**config.mk**
```make
export PLATFORM = sky130hd
export DESIGN_NAME = up_spi_seq
export DESIGN_NICKNAME = d
export VERILOG_FILES = /design/src/rtl/up_spi_pkg.sv /design/src/rtl/up_bus_xfer.sv /design/src/rtl/up_spi_seq.sv
export SDC_FILE = /design/constraint.sdc
export NUM_CORES = 1
export LEC_CHECK = 0
export BUFFER_PORTS_ARGS = -buffer_cell sky130_fd_sc_hd__buf_4
export CAP_MARGIN = 20
export CORE_MARGIN = 5
export CORE_UTILIZATION = 30
export CTS_BUF_LIST = sky130_fd_sc_hd__clkbuf_8
export CTS_CLUSTER_DIAMETER = 30
export DETAILED_ROUTE_END_ITERATION = 6
export PLACE_DENSITY_LB_ADDON = 0.1
export SLEW_MARGIN = 20
export SYNTH_ARGS = -nofsm -noshare
export SYNTH_HDL_FRONTEND = slang
export SYNTH_SLANG_ARGS = --single-unit
```
**constraint.sdc**
```tcl
create_clock -name up_clk -period 7.3 [get_ports up_clk]
set_input_delay 0.365 -clock up_clk [delete_from_list [all_inputs] [get_ports up_clk]]
set_output_delay 0.365 -clock up_clk [all_outputs]
set_load 0.1 [all_outputs]
```
**src/rtl/up_spi_pkg.sv**
```systemverilog
// Shared register map, control words and state encodings for the up-bus SPI sequencer.
// Latency: n/a (declarations only).
// Backpressure: n/a.
package up_spi_pkg;

  // Register map of the SPI controller behind the up-bus
  localparam logic [3:0] REG_CTRL   = 4'd0;
  localparam logic [3:0] REG_STATUS = 4'd1;
  localparam logic [3:0] REG_TXDATA = 4'd2;
  localparam logic [3:0] REG_DIV    = 4'd3;

  // Control word base and the extra bits that start a transfer
  localparam logic [31:0] CTRL_BASE = 32'h0001_0800;
  localparam logic [31:0] GO_MASK   = 32'h0000_0009;

  typedef enum logic [2:0] {
    ST_IDLE,
    ST_DIV,
    ST_SEL,
    ST_DATA,
    ST_GO,
    ST_POLL,
    ST_RSP
  } seq_state_e;

  typedef enum logic {
    X_IDLE,
    X_WAIT
  } xfer_state_e;

  // Control word with the chip-select index placed at bits [2:1]
  function automatic logic [31:0] ctrl_word(input logic [1:0] cs);
    return CTRL_BASE | {29'd0, cs, 1'b0};
  endfunction

endpackage

```
**src/rtl/up_bus_xfer.sv**
```systemverilog
// Single up-bus access: one-cycle request pulse, then wait for the matching ack or time out.
// Latency: request in the start cycle; done/tmo combinational with the ack / last wait cycle.
// Backpressure: start is ignored while an access is outstanding; acks ignored when not waiting.
module up_bus_xfer
  import up_spi_pkg::*;
#(
  parameter int ADDRESS_WIDTH = 12,
  parameter int ACK_TMO       = 16
) (
  input  logic                     clk_i,
  input  logic                     rst_i,
  input  logic                     start_i,
  input  logic                     rd_i,
  input  logic [ADDRESS_WIDTH-1:0] addr_i,
  input  logic [31:0]              wdata_i,
  input  logic                     wack_i,
  input  logic                     rack_i,
  output logic                     wreq_o,
  output logic [ADDRESS_WIDTH-1:0] waddr_o,
  output logic [31:0]              wdata_o,
  output logic                     rreq_o,
  output logic [ADDRESS_WIDTH-1:0] raddr_o,
  output logic                     done_o,
  output logic                     tmo_o
);

  localparam int CW = $clog2(ACK_TMO + 1);

  xfer_state_e              state_q, state_d;
  logic [CW-1:0]            cnt_q, cnt_d;
  logic                     rd_q;
  logic [ADDRESS_WIDTH-1:0] addr_q;
  logic [31:0]              wdata_q;

  logic                     issue, waiting, active, cur_rd, ack;
  logic [ADDRESS_WIDTH-1:0] cur_addr;
  logic [31:0]              cur_wdata;
  logic [CW-1:0]            cur_cnt;

  // The issue cycle is the first ack-wait cycle, so an ack there completes the access
  always_comb begin
    state_d   = state_q;
    cnt_d     = cnt_q;
    issue     = (state_q == X_IDLE) && start_i;
    waiting   = (state_q == X_WAIT);
    active    = issue || waiting;
    cur_rd    = issue ? rd_i    : rd_q;
    cur_addr  = issue ? addr_i  : addr_q;
    cur_wdata = issue ? wdata_i : wdata_q;
    cur_cnt   = waiting ? cnt_q : '0;
    ack       = active && (cur_rd ? rack_i : wack_i);
    tmo_o     = active && !ack && (cur_cnt == CW'(ACK_TMO - 1));
    done_o    = ack;
    wreq_o    = issue && !rd_i;
    rreq_o    = issue && rd_i;
    waddr_o   = (active && !cur_rd) ? cur_addr  : '0;
    wdata_o   = (active && !cur_rd) ? cur_wdata : '0;
    raddr_o   = (active &&  cur_rd) ? cur_addr  : '0;
    if (active) begin
      if (ack || tmo_o) begin
        state_d = X_IDLE;
        cnt_d   = '0;
      end else begin
        state_d = X_WAIT;
        cnt_d   = cur_cnt + CW'(1);
      end
    end
  end

  // Handshake state and wait-cycle counter
  always_ff @(posedge clk_i or posedge rst_i) begin
    if (rst_i) begin
      state_q <= X_IDLE;
      cnt_q   <= '0;
    end else begin
      state_q <= state_d;
      cnt_q   <= cnt_d;
    end
  end

  // Hold the request fields so address/data stay stable until the ack
  always_ff @(posedge clk_i or posedge rst_i) begin
    if (rst_i) begin
      rd_q    <= 1'b0;
      addr_q  <= '0;
      wdata_q <= '0;
    end else if (issue) begin
      rd_q    <= rd_i;
      addr_q  <= addr_i;
      wdata_q <= wdata_i;
    end
  end

endmodule

```
**src/rtl/up_spi_seq.sv**
```systemverilog
// Sequences one SPI byte transfer as up-bus register writes, then polls status until idle.
// Latency: 3-4 write accesses plus >=1 status read, one RSP cycle; each access bounded by ACK_TMO.
// Backpressure: cmd_ready only in IDLE; bus stalls handled by waiting for wack/rack with timeout.
module up_spi_seq
  import up_spi_pkg::*;
#(
  parameter int          ADDRESS_WIDTH = 12,
  parameter logic [15:0] DIV_RESET     = 16'h0004,
  parameter int          ACK_TMO       = 16,
  parameter int          POLL_MAX      = 1024
) (
  input  logic                     up_clk,
  input  logic                     up_rst,
  input  logic                     cmd_valid,
  output logic                     cmd_ready,
  input  logic [1:0]               cmd_cs,
  input  logic [7:0]               cmd_data,
  input  logic [15:0]              cmd_div,
  output logic                     rsp_valid,
  output logic [31:0]              rsp_data,
  output logic                     rsp_err,
  output logic                     m_up_wreq,
  output logic [ADDRESS_WIDTH-1:0] m_up_waddr,
  output logic [31:0]              m_up_wdata,
  input  logic                     m_up_wack,
  output logic                     m_up_rreq,
  output logic [ADDRESS_WIDTH-1:0] m_up_raddr,
  input  logic [31:0]              m_up_rdata,
  input  logic                     m_up_rack
);

  localparam int PW = $clog2(POLL_MAX + 1);

  seq_state_e   state_q, state_d;
  logic [1:0]   cs_q, cs_d;
  logic [7:0]   data_q, data_d;
  logic [15:0]  div_q, div_d;
  logic [15:0]  last_div_q, last_div_d;
  logic         div_vld_q, div_vld_d;
  logic [31:0]  status_q, status_d;
  logic         err_q, err_d;
  logic [PW-1:0] poll_q, poll_d;

  logic                     x_start, x_rd, x_done, x_tmo;
  logic [ADDRESS_WIDTH-1:0] x_addr;
  logic [31:0]              x_wdata;

  up_bus_xfer #(
    .ADDRESS_WIDTH (ADDRESS_WIDTH),
    .ACK_TMO       (ACK_TMO)
  ) u_xfer (
    .clk_i   (up_clk),
    .rst_i   (up_rst),
    .start_i (x_start),
    .rd_i    (x_rd),
    .addr_i  (x_addr),
    .wdata_i (x_wdata),
    .wack_i  (m_up_wack),
    .rack_i  (m_up_rack),
    .wreq_o  (m_up_wreq),
    .waddr_o (m_up_waddr),
    .wdata_o (m_up_wdata),
    .rreq_o  (m_up_rreq),
    .raddr_o (m_up_raddr),
    .done_o  (x_done),
    .tmo_o   (x_tmo)
  );

  // Next-state, access selection and response outputs
  always_comb begin
    state_d    = state_q;
    cs_d       = cs_q;
    data_d     = data_q;
    div_d      = div_q;
    last_div_d = last_div_q;
    div_vld_d  = div_vld_q;
    status_d   = status_q;
    err_d      = err_q;
    poll_d     = poll_q;
    cmd_ready  = 1'b0;
    rsp_valid  = 1'b0;
    x_start    = 1'b0;
    x_rd       = 1'b0;
    x_addr     = '0;
    x_wdata    = '0;
    case (state_q)
      ST_IDLE: begin
        cmd_ready = 1'b1;
        if (cmd_valid) begin
          cs_d     = cmd_cs;
          data_d   = cmd_data;
          div_d    = cmd_div;
          status_d = '0;
          err_d    = 1'b0;
          poll_d   = '0;
          state_d  = (div_vld_q && (cmd_div == last_div_q)) ? ST_SEL : ST_DIV;
        end
      end
      ST_DIV: begin
        x_start = 1'b1;
        x_addr  = ADDRESS_WIDTH'(REG_DIV);
        x_wdata = {16'd0, div_q};
        if (x_done) begin
          last_div_d = div_q;
          div_vld_d  = 1'b1;
          state_d    = ST_SEL;
        end else if (x_tmo) begin
          // The divider register content is unknown now; force a rewrite next time
          div_vld_d = 1'b0;
          err_d     = 1'b1;
          state_d   = ST_RSP;
        end
      end
      ST_SEL, ST_DATA, ST_GO: begin
        x_start = 1'b1;
        if (state_q == ST_SEL) begin
          x_addr  = ADDRESS_WIDTH'(REG_CTRL);
          x_wdata = ctrl_word(cs_q);
        end else if (state_q == ST_DATA) begin
          x_addr  = ADDRESS_WIDTH'(REG_TXDATA);
          x_wdata = {24'd0, data_q};
        end else begin
          x_addr  = ADDRESS_WIDTH'(REG_CTRL);
          x_wdata = ctrl_word(cs_q) | GO_MASK;
        end
        if (x_done) begin
          state_d = (state_q == ST_SEL)  ? ST_DATA :
                    (state_q == ST_DATA) ? ST_GO   : ST_POLL;
        end else if (x_tmo) begin
          err_d   = 1'b1;
          state_d = ST_RSP;
        end
      end
      ST_POLL: begin
        // The sub-module only issues when idle, so this re-reads right after each busy rack
        x_start = 1'b1;
        x_rd    = 1'b1;
        x_addr  = ADDRESS_WIDTH'(REG_STATUS);
        if (x_done) begin
          status_d = m_up_rdata;
          poll_d   = poll_q + PW'(1);
          if (!m_up_rdata[0]) begin
            state_d = ST_RSP;
          end else if (poll_q == PW'(POLL_MAX - 1)) begin
            err_d   = 1'b1;
            state_d = ST_RSP;
          end
        end else if (x_tmo) begin
          err_d   = 1'b1;
          state_d = ST_RSP;
        end
      end
      ST_RSP: begin
        rsp_valid = 1'b1;
        state_d   = ST_IDLE;
      end
      default: state_d = ST_IDLE;
    endcase
    rsp_data = rsp_valid ? status_q : '0;
    rsp_err  = rsp_valid ? err_q    : 1'b0;
  end

  // Sequencer state, latched command fields, divider cache and results
  always_ff @(posedge up_clk or posedge up_rst) begin
    if (up_rst) begin
      state_q    <= ST_IDLE;
      cs_q       <= '0;
      data_q     <= '0;
      div_q      <= '0;
      last_div_q <= DIV_RESET;
      div_vld_q  <= 1'b1;
      status_q   <= '0;
      err_q      <= 1'b0;
      poll_q     <= '0;
    end else begin
      state_q    <= state_d;
      cs_q       <= cs_d;
      data_q     <= data_d;
      div_q      <= div_d;
      last_div_q <= last_div_d;
      div_vld_q  <= div_vld_d;
      status_q   <= status_d;
      err_q      <= err_d;
      poll_q     <= poll_d;
    end
  end

endmodule

```
# Yosys cells after proc, flatten, opt, wreduce, memory -nomap -nowiden
# Index checks and enable logic that the tools add are counted.
word_totals:
  ram_bits: 0
  wordCells: 107
  mem_count: 0
  input_bits: 63
  ff_bits: 141
  mem_bits_ro: 0
  latch_bits: 0
op_classes:
  n_shift: 0
  n_lt_le_gt_ge: 0
  eq_ne: 15
  div_mod_pow: 0
  reduce_logical: 27
  n_mux: 48
  multipliers: 0
  bitwise_logic: 1
  n_addsub: 2
ops:
  columns: ["operator", "n"]
  rows:
  - ["2-to-1 mux 32 bit", 5]
  - ["one-hot mux 32 bit (2 select lines)", 1]
  - ["2-to-1 mux 12 bit", 3]
  - ["2-to-1 mux 17 bit", 2]
  - ["one-hot mux 17 bit (2 select lines)", 1]
  - ["2-to-1 mux 3 bit", 8]
  - ["2-to-1 mux 11 bit", 2]
  - ["one-hot mux 11 bit (2 select lines)", 1]
  - ["2-to-1 mux 1 bit", 17]
  - ["equality test 16 bit", 1]
  - ["one-hot mux 3 bit (4 select lines)", 1]
  - ["adder 11 x 1 -> 11 bit, second input constant", 1]
  - ["equality test 11 x 10 -> 1 bit, second input constant", 1]
  - ["2-to-1 mux 5 bit", 2]
  - ["equality test 3 bit, second input constant", 3]
  - ["logical AND 1 bit", 9]
  - ["AND reduction 2 bit", 4]
  - ["equality test 3 x 2 -> 1 bit, second input constant", 2]
  - ["2-to-1 mux 2 bit", 3]
  - ["inequality test 3 bit, second input constant", 2]
  - ["one-hot mux 2 bit (3 select lines)", 1]
  - ["adder 5 x 1 -> 5 bit, second input constant", 1]
  - ["equality test 5 x 4 -> 1 bit, second input constant", 1]
  - ["AND reduction 5 bit", 1]
  - ["15 further kinds", 20]

# Longest topological paths before layout
depth:
  word_depth: 13
  depth_mapped: 11

# Cells and area by module
# Synthesis repeated with hierarchy kept, for this count alone.
hier_totals:
  hier_cells: 741
  hier_area_um2: 6980.4
by_module_without_submodules:
  columns: ["module", "cells_each", "area_each_um2", "n_inst"]
  rows:
  - ["up_spi_seq", 494, 4505.6, 1]
  - ["up_bus_xfer", 247, 2474.9, 1]

# Worst setup path before layout
# No wires, ideal clock.
synth_timing:
  path_kind: "flip-flop to output port"
  from: "register state_q[2]"
  to: "output m_up_wdata[1]"
  arrival_time_ns: 5.004
  setup_slack_ns: 1.931
  path_buffers: 1
  stages_incl_launch_ff: 7
  cell_sequence: "dfrtp_1 -> buf_6 -> or3_1 -> inv_1 -> nor3_1 -> a22o_1 -> nor2b_1"
synth_via:
  elab_cells_between_ends: 19
  classes_between: "eq/ne: 5; mux: 8; reduce/logical: 6"
synth_rtl:
  columns: ["item", "line_no", "rtl"]
  rows:
  - ["start, declared", "up_spi_seq.sv:34", "seq_state_e state_q, state_d;"]
  - ["start signal, assigned", "up_spi_seq.sv:176", "state_q <= state_d;"]
  - ["equality test 3 x 2 -> 1 bit (tied with other cells)", "up_spi_seq.sv:86, up_spi_seq.sv:119", null]
  - ["2-to-1 mux 17 bit / OR reduction 5 bit (equally long branches)", null, null]
  - ["2-to-1 mux 17 bit / 2-to-1 mux 1 bit (equally long branches)", "up_spi_seq.sv:116, up_spi_seq.sv:86", null]
  - ["one-hot mux 17 bit (2 select lines) / logical AND 1 bit (equally long branches)", "up_spi_seq.sv:86, up_bus_xfer.sv:44", null]
  - ["2-to-1 mux 32 bit (*)", "up_bus_xfer.sv:49", "cur_wdata = issue ? wdata_i : wdata_q;"]
  - ["net u_xfer.cur_wdata[1]", "up_bus_xfer.sv:37", "logic [31:0] cur_wdata;"]
  - ["2-to-1 mux 32 bit (*)", "up_bus_xfer.sv:57", "wdata_o = (active && !cur_rd) ? cur_wdata : '0;"]
  - ["end, declared", "up_spi_seq.sv:24", "output logic [31:0] m_up_wdata,"]
# The timed path passes the listed nets; every way through them passes the cells marked *.

# Final worst setup path
layout_timing:
  from: "register state_q[1]"
  to: "output m_up_wdata[13]"
layout_via:
  elab_chain_len: 8
  elab_cells_between_ends: 18
  classes_between: "eq/ne: 5; mux: 7; reduce/logical: 6"
layout_rtl:
  columns: ["item", "line_no", "rtl"]
  rows:
  - ["equality test 3 x 2 -> 1 bit (tied with other cells)", "up_spi_seq.sv:86, up_spi_seq.sv:116", null]
  - ["OR reduction 5 bit (no line)", null, null]
  - ["2-to-1 mux 1 bit", "up_spi_seq.sv:86", "case (state_q)"]
  - ["logical AND 1 bit", "up_bus_xfer.sv:44", "issue = (state_q == X_IDLE) && start_i;"]
  - ["2-to-1 mux 1 bit", "up_bus_xfer.sv:47", "cur_rd = issue ? rd_i : rd_q;"]
  - ["logical NOT 1 bit", "up_bus_xfer.sv:57", null]
  - ["logical AND 1 bit", "up_bus_xfer.sv:57", null]
  - ["2-to-1 mux 32 bit (*)", "up_bus_xfer.sv:57", null]
# Mark *: on every way between the ends. The rest lies on a longest branch, timed or not.

==> metrics.csv <==
metric,value,unit
run status,"complete, no violations",
wire length per cell after detailed routing,16.3,um
ratio of final minimum period to clock period,59.0,%
final worst clock skew,0.0145,ns
number of failing setup endpoints in the final timing report,0,
setup repair after global routing missed its margin,false,
Num Clock Sinks,141,
area share of the largest cell type after synthesis,52.0,%
initial detailed-routing violation count,144,
Post-Synthesis Cells,654,
"commonest cells after routing, fill and taps aside","buf_4, dfrtp_1, nand2_1",
Placed Instances,1055,
leading register cell type out of synthesis,dfrtp_1,
global-route wire length before repair,28700,um
net count of the mapped netlist,720,
TritonCTS clock tree,built,
Tightest Hold Check Type,in -> async,
net load switching power,1.85,mW
starting utilization of the core area,30.5,%
Hold Slack,0.0545,ns
GRT Overall Usage,13.9,%
clock-pin slew of the registers on the worst-case setup and hold paths,0.08,ns
maximum resistive drop on vdd,665,uV
number of optimization iterations in the first detailed-route pass,4,
post-detailed-route via-to-cell ratio,4.67,
number of synthesized register bits,141,
buffer cell driving the clock tree root,clkbuf_8,
biggest area consumer among synthesized cells,dfrtp_1,
"commonest non-fill, non-tap cell in the layout",buf_4,
maximum buffer depth of the clock tree,2,
critical-path maximum fanout,24,
hold violation count in the final report,0,
Leakage,4.04,nW
Total Wirelength,17700,um
destination of the worst register-to-register timing path,status_q[26]$_DFFE_PP0P_,
nature of the critical path endpoint,output port,
CP Data Required Time,6.93,ns
Unique masters post-synth,55,
R2R cell count,6,
Max Freq,0.232,GHz
routability congestion estimate,0.760,
final cell count without fillers,1087,
drt drc,0,
total inserted antenna cells,0,
switching part of the total power,49.4,%
Final TNS setup,0,ns
number of enable flip-flop cells after synthesis,0,
"Power, Total",3.74,mW
floorplan die area,25400,sq um
arrival time at the worst endpoint,3.94,ns
ys async rst share,100,%
Final Slew Violations,0,
Row Count,54,
sequential group share of total power,31.9,%
fraction of final layout cells with drive strength greater than 1,30.5,%
post-route antenna net violation count,0,
Mapped Avg Cell Area,10.2,sq um
Least-Margin Pin Slew,1.01,ns
count of instances resized after the clock tree is built,0,
number of levels in the clock H-tree,4,
number of buffers created by CTS,17,
YS warnings,0,
total setup buffers inserted after CTS,0,
maximum number of pins on one net before global-route repair,78,
post-synthesis to final-layout area growth,26.7,%
I/O pins,156,
initial antenna violation count,0,
final critical path time including I/O delays and setup,4.31,ns
Syn Std Cell Area,6680,sq um
register area share after synthesis,52.8,%
count of nets after finishing,861,
cell internal power dissipation,1.89,mW
relative max-transition margin,32.6,%
Combinational Power Share,50.9,%
Skew-Pair Late Insertion Delay,0.44,ns
total of hold buffers inserted after clock tree synthesis,0,
width of the chip,159,um
number of global-route vias before repair,5241,
count of max-cap constraint violations,0,
sort of element at the start of the critical path,flop,
critical path start-end classification,reg -> out,
Std-Cell Core Area,21900,sq um
Register-to-Register Setup Slack,3.75,ns
dominant cells by area after synthesis,"dfrtp_1, and2_1, nand2_1",
power per unit of standard cell area,441,nW/um^2
number of vias after detailed routing,5081,
total gr overflow,0,
die height,159,um
fraction of power consumed by the clock network,17.2,%
number of port buffers,155,
HPWL after detailed placement,12400,um
FF-to-FF Start,state_q[1]$_DFFE_PP0P_,
==> worst max path at each step <==
stage	startpoint	endpoint	slack, ns	cells past startpoint
final	state_q[1]$_DFFE_PP0P_	m_up_wdata[13]	2.99	5
after global routing	state_q[1]$_DFFE_PP0P_	m_up_wdata[14]	2.69	5
after CTS	state_q[1]$_DFFE_PP0P_	m_up_wdata[13]	3.01	5
after detailed placement	state_q[1]$_DFFE_PP0P_	m_up_wdata[13]	3.48	5
after global placement	state_q[1]$_DFFE_PP0P_	m_up_wdata[10]	3.66	5
after floorplan	state_q[2]$_DFFE_PP0P_	m_up_wdata[1]	1.93	6
==> routing by layer <==
layer,wire length [um],track usage (%)
met3,870,4.25
met2,8190,22.2
met5,0,0
met1,8460,18.6
met4,189,3.22
==> cells in the mapped netlist (all sizes together) (2+ instances only) <==
master / n
a21o: 3
a21oi: 17
a22o: 3
a22oi: 2
a31oi: 4
a32oi: 2
and2: 72
and3: 29
and4: 2
buf: 16
clkbuf: 23
dfrtp: 139
dfstp: 2
ha: 3
inv: 9
mux2: 45
mux2i: 8
nand2: 111
nand2b: 2
nand3: 16
nand4: 4
nor2: 25
nor2b: 12
nor3: 10
nor4: 2
o211ai: 2
o21ai: 48
or3: 2
xnor2: 24
xor2: 2
==> critical path: stages (launching register included) <==
cell and delay, ns:
dfrtp_1 1.01, nor2_1 0.35, a221oi_4 0.80, nand2_1 0.67, a21oi_1 0.33, buf_4 0.33
==> kinds of logic (layout without fill, tap and decap cells) <==
family          after synthesis  count (layout)  synth area share [%]
buf+inv                      49             202                  3.46
simple gates                291             291                  22.0
xor+xnor                     26              26                  3.41
mux                          53              53                  9.34
fa+ha+maj                     3               3                 0.562
flops                       141             141                  52.8
compound gates               91              91                  8.39
==> power groups by stage <==
stage                     sequential, mW  combinational (mW)  clock (mW)
final                               1.19                1.90       0.644
after global routing                1.23                2.04       0.698
after CTS                           1.19                1.92       0.667
after detailed placement            1.20                1.92           0
after global placement              1.20                1.89           0
after floorplan                     1.11                1.57           0
==> sequential cells by signal, summed over array words and instances (netlist names) <==
register / flops
status_q: 32
last_div_q: 16
state_q: 3
err_q: 1
div_q: 16
cs_q: 2
u_xfer.wdata_q: 32
u_xfer.state_q: 1
data_q: 8
div_vld_q: 1
u_xfer.cnt_q: 5
u_xfer.rd_q: 1
u_xfer.addr_q: 12
poll_q: 11
==> stage by stage <==
| stage | instance area (sq um) | worst slack [ns] | util (%) |
|---|---|---|---|
| 2_1_floorplan | 6680 | 1.93 | - |
| 3_3_place_gp | 8060 | 3.66 | 36.8 |
| 3_5_place_dp | 8060 | 3.48 | 36.8 |
| 4_1_cts | 8460 | 3.01 | 38.6 |
| 5_1_grt | 8470 | 2.69 | 38.7 |
| 6_report | 8470 | 2.99 | 38.7 |
==> cell type report <==
type / count / area (sq um)
multi-input combinational: 464 / 2940
clock inverter: 13 / 151
clock buffer: 18 / 248
sequential: 141 / 3530
tap: 280 / 350
fill: 2244 / 13400
timing repair buffer: 161 / 1210
inverter: 10 / 42.5
Power figures use the tool's default switching activity.
